$ cat src/rtl/can_id_hopping_page_gen.sv
// ---------------------------------------------------------------------------
// can_id_hopping_page_gen
//
// Keyed page-address generator that drives the ID hopping table RAM. It holds
// the deployment key and the per-node message counter, and produces a 4-bit
// page address by seeding a 32-bit Galois LFSR with key ^ {cnt, ~cnt},
// stepping it ROUNDS times, and folding the eight nibbles together with XOR.
// Transmitter and receivers advance the counter on every completed hopped
// frame, so they hop in lock-step. A resync load realigns a receiver.
//
// Ports:
//   clk         system clock
//   rst         synchronous reset, active-high
//   key_in      deployment key, captured on key_load
//   key_load    pulse: load key, clear counter, start a computation
//   cnt_in      resync counter value, captured on cnt_load
//   cnt_load    pulse: load counter, compute only if a key is present
//   frame_done  pulse: hopped frame completed, increment counter
//   page_addr   page address to the hopping table (registered)
//   page_valid  page_addr matches the current counter (registered)
//   msg_cnt     current message counter
//   busy        computation in progress
// ---------------------------------------------------------------------------
module can_id_hopping_page_gen #(
   parameter int               KEY_W  = 32,
   parameter int               CNT_W  = 16,
   parameter int               ROUNDS = 4,
   parameter logic [KEY_W-1:0] POLY   = 32'h04C1_1DB7
) (
   input  logic             clk,
   input  logic             rst,
   input  logic [KEY_W-1:0] key_in,
   input  logic             key_load,
   input  logic [CNT_W-1:0] cnt_in,
   input  logic             cnt_load,
   input  logic             frame_done,
   output logic [3:0]       page_addr,
   output logic             page_valid,
   output logic [CNT_W-1:0] msg_cnt,
   output logic             busy
);

   typedef enum logic [1:0] {
      S_IDLE,
      S_SEED,
      S_MIX,
      S_DONE
   } state_t;

   state_t           r_state;
   logic [KEY_W-1:0] r_key;
   logic             r_key_valid;
   logic [CNT_W-1:0] r_msg_cnt;
   logic [KEY_W-1:0] r_s;
   logic [3:0]       r_rnd;
   logic [3:0]       r_page_addr;
   logic             r_page_valid;
   logic             r_busy;

   logic             w_start;
   logic [KEY_W-1:0] w_s_step;
   logic [3:0]       w_fold;

   // Any accepted event restarts the computation. cnt_load and frame_done
   // only matter once a key exists; a bare cnt_load still updates msg_cnt.
   assign w_start = key_load | ((cnt_load | frame_done) & r_key_valid);

   // One Galois LFSR step: shift left, fold in the polynomial when the
   // outgoing MSB was set.
   assign w_s_step = r_s[KEY_W-1] ? ({r_s[KEY_W-2:0], 1'b0} ^ POLY)
                                  :  {r_s[KEY_W-2:0], 1'b0};

   // NOTE: every signal written in always_comb gets a default assignment
   // first, so no path leaves it unassigned and no latch is inferred.
   always_comb begin
      w_fold = '0;
      for (int i = 0; i < KEY_W / 4; i++) begin
         w_fold = w_fold ^ r_s[4*i +: 4];
      end
   end

   // NOTE: state is updated with non-blocking assignments only, so every
   // register samples the pre-edge values of the others regardless of
   // statement order.
   always_ff @(posedge clk) begin
      if (rst) begin
         r_state      <= S_IDLE;
         r_key        <= '0;
         r_key_valid  <= 1'b0;
         r_msg_cnt    <= '0;
         r_s          <= '0;
         r_rnd        <= '0;
         r_page_addr  <= '0;
         r_page_valid <= 1'b0;
         r_busy       <= 1'b0;
      end else begin
         // Counter/key update: key_load > cnt_load > frame_done, only the
         // highest-priority event is applied.
         if (key_load) begin
            r_key       <= key_in;
            r_key_valid <= 1'b1;
            r_msg_cnt   <= '0;
         end else if (cnt_load) begin
            r_msg_cnt <= cnt_in;
         end else if (frame_done && r_key_valid) begin
            r_msg_cnt <= r_msg_cnt + 1'b1;
         end

         // An event in any busy state aborts and restarts from SEED; a
         // restart at the DONE edge leaves page_addr untouched.
         if (w_start) begin
            r_page_valid <= 1'b0;
            r_busy       <= 1'b1;
            r_state      <= S_SEED;
         end else begin
            unique case (r_state)
               S_IDLE: ;
               S_SEED: begin
                  // msg_cnt here already reflects the accepting edge.
                  r_s     <= r_key ^ {r_msg_cnt, ~r_msg_cnt};
                  r_rnd   <= '0;
                  r_state <= S_MIX;
               end
               S_MIX: begin
                  r_s   <= w_s_step;
                  r_rnd <= r_rnd + 4'd1;
                  if (r_rnd == 4'(ROUNDS - 1)) begin
                     r_state <= S_DONE;
                  end
               end
               S_DONE: begin
                  r_page_addr  <= w_fold;
                  r_page_valid <= 1'b1;
                  r_busy       <= 1'b0;
                  r_state      <= S_IDLE;
               end
               default: r_state <= S_IDLE;
            endcase
         end
      end
   end

   assign page_addr  = r_page_addr;
   assign page_valid = r_page_valid;
   assign msg_cnt    = r_msg_cnt;
   assign busy       = r_busy;

endmodule

$ cat config.mk
export PLATFORM = sky130hd
export DESIGN_NAME = can_id_hopping_page_gen
export DESIGN_NICKNAME = d
export VERILOG_FILES = /design/src/rtl/can_id_hopping_page_gen.sv
export SDC_FILE = /design/constraint.sdc
export NUM_CORES = 1
export LEC_CHECK = 0
export CAP_MARGIN = 10
export CORE_MARGIN = 2
export CORE_UTILIZATION = 30
export CTS_CLUSTER_DIAMETER = 200
export DETAILED_ROUTE_END_ITERATION = 10
export REMOVE_ABC_BUFFERS = 1
export SYNTH_ARGS = -nofsm -noshare
export SYNTH_HDL_FRONTEND = slang
export SYNTH_SLANG_ARGS = --single-unit
$ cat constraint.sdc
create_clock -name clk -period 1.7 [get_ports clk]
set_clock_uncertainty 0.2 [all_clocks]
set_input_delay 0.17 -clock clk [delete_from_list [all_inputs] [get_ports clk]]
set_output_delay 0.17 -clock clk [all_outputs]
set_load 0.05 [all_outputs]
# Word level (Yosys, flattened, before mapping)
# Cells that the tools add are included.
# totals
mem_bits_rw,0
reg_bits,93
elab_cells,54
romBits,0
mem_count,0
inputBits,53
latch_bits,0
# op_classes
reduce_logical,12
muxes,10
n_div,0
order_cmp,0
n_eq_ne,6
shifts,0
add_sub_neg,2
mul,0
n_bitwise,14
# ops
op,count
case mux 32 bit (2 select lines),1
two-way mux 16 bit,2
bitwise XOR 32 bit,1
bitwise XOR 4 bit,7
two-way mux 27 bit,1
"adder 16 x 1 -> 16 bit, second input constant",1
NOT 16 bit,1
NOT 14 bit,1
case mux 4 bit (2 select lines),1
AND reduction 2 bit,4
case mux 2 bit (3 select lines),1
nonzero test 2 bit,3
"adder 4 x 1 -> 4 bit, second input constant",1
"equality test 2 bit, second input constant",2
"equality test 4 x 2 -> 1 bit, second input constant",1
nonzero test 4 bit,1
OR reduction 2 bit,2
two-way mux 1 bit,3
"!= test 3 bit, second input constant",1
nonzero test 3 bit,1
"equality test 2 x 1 -> 1 bit, second input constant",1
two-way mux 2 bit,1
"!= test 2 bit, second input constant",1
OR 1 bit,2
other kinds (3),3

# Longest topological paths before layout
# Gate-level depths: netlist of the first run.
# logic_depth
ltp_word,7
mapped_depth,8

# Worst setup path before layout of the first run
# OpenSTA, ideal clock, no wires.
# synth_timing
path_kind,register to register
from,register r_msg_cnt[0] (netlist: msg_cnt[0])
to,register r_msg_cnt[14] (netlist: msg_cnt[14])
path_slack_ns,-0.333
stages_incl_launch_ff,6
period_less_slack_ns,2.033
t_required_ns,1.367
n_path_buf,0
arrival_ns,1.701
cell_sequence,dfxtp_1 -> ha_1 -> nand4_2 -> nor4_2 -> xnor2_1 -> a21oi_1
# synth_via
elab_chain_len,3
# synth_lines
element,line_no,rtl
start: declaration,53,logic [CNT_W-1:0] r_msg_cnt;
start signal: assignment,104,r_msg_cnt <= cnt_in;
start signal: assignment,106,r_msg_cnt <= r_msg_cnt + 1'b1;
adder 16 x 1 -> 16 bit,106,
two-way mux 16 bit,105,end else if (frame_done && r_key_valid) begin
two-way mux 16 bit,103,end else if (cnt_load) begin
# No other way between the ends. The select of a mux whose other input is x is not followed.
# A chain may end at the register's enable or synchronous reset.

# Worst setup path in the final report of the first run
# layout_timing
from,register r_state[0]
to,register r_rnd[3]
# layout_via
elab_chain_len,3
# layout_lines
element,line_no,rtl
start: declaration,50,state_t r_state;
start signal: assignment,87,r_state <= S_IDLE;
start signal: assignment,114,r_state <= S_SEED;
start signal: assignment,122,r_state <= S_MIX;
equality test 2 bit / equality test 2 x 1 -> 1 bit (equally long branches),116,unique case (r_state)
nonzero test 2 bit (no source line),--,
AND reduction 2 bit (no source line),--,
end signal: assignment,126,r_rnd <= r_rnd + 4'd1;
end: declaration,55,logic [3:0] r_rnd;
# Parallel ways exist; a longest one is shown, timed or not.

==> results of run 1 <==
cell families after synthesis:
family | after synthesis | synth area share
AND/OR/NAND/NOR | 187 | 0.184
AO/OA/AOI/OAI | 93 | 0.119
flip-flops | 93 | 0.398
XOR/XNOR | 85 | 0.159
buffers and inverters | 54 | 0.0500
multiplexers | 33 | 0.0706
adder cells (fa/ha/maj) | 7 | 0.0187
sequential cells by signal, indices dropped and copies added (netlist names):
name and count:
r_state 2, page_addr 4, page_valid 1, r_s 32, r_key_valid 1, busy 1
msg_cnt 16, r_key 32, r_rnd 4
synthesized netlist by cell type (all sizes together):
cell     number
and4          1
nor2         82
clkinv        1
a21oi        33
or3           1
nor4          4
o211a         1
and2          4
or3b          1
nand2        55
nor3         22
buf          26
xor2         32
nand2b        1
a211oi       21
or4           1
a2111oi       2
a31oi         1
and3          2
mux2i        33
o211ai        4
ha            7
nand4b        1
o22ai         1
o21ai        29
nand4         4
nand3         8
xnor2        53
dfxtp        93
inv           8
clkbuf       19
a31o          1
layer usage:
metal  routed length [um]  vias up  GRT usage
li1                     -     2018          -
met2                 6140       66      0.247
met4                   95        0     0.0377
met3                  389        7     0.0279
met5                    0        -          0
met1                 5610     1865      0.191
layout make-up:
cell class,instances,area [sq um]
repair buffers,122,1360
clock inverters,1,30.0
inverters,9,36.3
clock buffers,14,264
fillers,1474,8640
well taps,188,235
flip-flops and latches,93,1870
multi-input cells,405,2770
repair_timing:
action,4_1_cts,5_1_grt
resized for setup,8,47
hold endpoints to repair,7,0
gates cloned,0,2
endpoints found under the setup margin,6,45
hold buffers,1,0
pin swaps,1,6
setup buffers,1,6
where the power goes:
group | total, mW | leakage [nW] | switching [mW] | internal, mW
clock | 2.01 | 0.143 | 0.798 | 1.21
combinational | 1.06 | 1.66 | 0.522 | 0.538
sequential | 2.42 | 0.764 | 0.118 | 2.30
final timing paths:
kind	start	to	slack, ns	depth (start not counted)
hold / removal	key_load	r_state[1]$_SDFFE_PP0P_	0.11	4
setup reg to reg	r_state[0]$_SDFFE_PP0P_	r_rnd[3]$_SDFFE_PP0P_	0.008	6
hold reg to reg	busy$_SDFFE_PP0P_	busy$_SDFFE_PP0P_	0.28	2
setup / recovery	r_state[0]$_SDFFE_PP0P_	r_rnd[3]$_SDFFE_PP0P_	0.008	6
worst min-delay path, stage by stage:
cell and delay (ns):
buf_2 0.13, inv_1 0.11, nand2_1 0.13, a2111oi_2 0.06
==> impl_metrics.yaml, run 1 <==
die:
  die_w_um: 129
  die-area_sq_um: 16600
  core_area_sq_um: 15200
  fp.dieH_um: 129
  rows: 45
  ios: 75
  start_util: 0.308
timing:
  post-route-period-util: 0.995
  finalHoldViolCount: 0
  final.setup.tns_ns: 0
  period_minus_slack_ns: 1.69
  finalSetupViolations: 0
  timing.fmax_mhz: 591
  worst_pin_slew_ns: 0.336
  timing.hold.ws_ns: 0.113
  fin_ws_ns: 0.00817
  timing.final.max_slew_violations: 0
  relSlewSlack: 0.775
  rsz0062_at_grt: "yes"
place:
  place_inst: 807
  placed_area_sq_um: 5950
  hpwl_mm: 8.44
  gp_congestion: 0.804
  pre_cts_slack_ns: -0.317
  io_buffers: 74
clock_tree:
  numCtsBuffers: 9
  cts_tree: "yes"
  cts_root_buf: "clkbuf_16"
  clock_latency_ns: 0.33
  cts.path.max_buffers: 2
  h-tree-depth: 3
  clk_pin_slew_ns: 0.06
  cts.sinks: 93
route:
  first_iter_violations: 171
  wl_mm: 12.2
  ant_nets: 0
  first_pass_iters: 4
  routed_via_density: 4.75
  drc: 0
  wl_per_cell_um: 14.7
  num_vias: 3956
power_and_ir_drop:
  p_leak_nw: 2.57
  ir_drop_mv: 0.428
  power_mw: 5.49
  powerDensity_nw_per_um2: 837
worst_setup_path:
  path_class: "flop to flop"
  cpLargestDelayFamily: "simple AND/OR/NAND/NOR gates"
  max_stage_delay_ns: 0.51
  required_ns: 1.77
  critPathArrivalTime_ns: 1.76
  critPathCaptureType: "flop"
  crit_slowest_cell: "or4_4"
  crit_chain: "inv_2, buf_6, ha_4, inv_4, or4_4, a21oi_2"
  startpoint_type: "flop"
  cp.buffers_inverters: 3
  path_max_fanout: 5
yosys:
  synth_seq_cells: 93
  syn_area_sq_um: 4680
  synthCells: 552
  synth.area.top_cells: "dfxtp_1 (40%), xnor2_1 (9.9%), mux2i_1 (7.1%)"
  avgSynthCellArea_sq_um: 8.48
  ys_seq_area_frac: 0.398
  synth.distinct_cells: 41
  synth_warnings: 0
  yosysTopAreaCellShare: 0.398
  synth_largest_area_cell: "dfxtp_1"
final_layout:
  antenna_cells: 0
  fin_cells: 832
  final_cell_area_sq_um: 6560
  final_common_cell: "dfxtp_1"
  area_delta_synth_final_pct: 40.2
  drive_gt1_frac: 0.197
  final_util: 0.432
  nets: 700
  final_cell_mix: "dfxtp_1 (88), nor2_1 (81), nand2_1 (54)"
grt:
  grt_pass1_wl_mm: 19.3
  grt_max_degree: 68
  grt_pass1_vias: 3862
  grt_usage: 0.146
  antenna_found_initial: 0
  grt_overflow: 0
run:
  maxCapViolCount: 0
status:
  outcome: "complete, no violations"
hold_path:
  hold_path_class: "input pin to flop"
(Power assumes the default switching activity.)
==> run 2, diff against run 1 <==
SLEW_MARGIN = 20   (was default)
==> results of run 2 <==
Same layout as run 1: the final DEF is identical, and so are final timing and power.
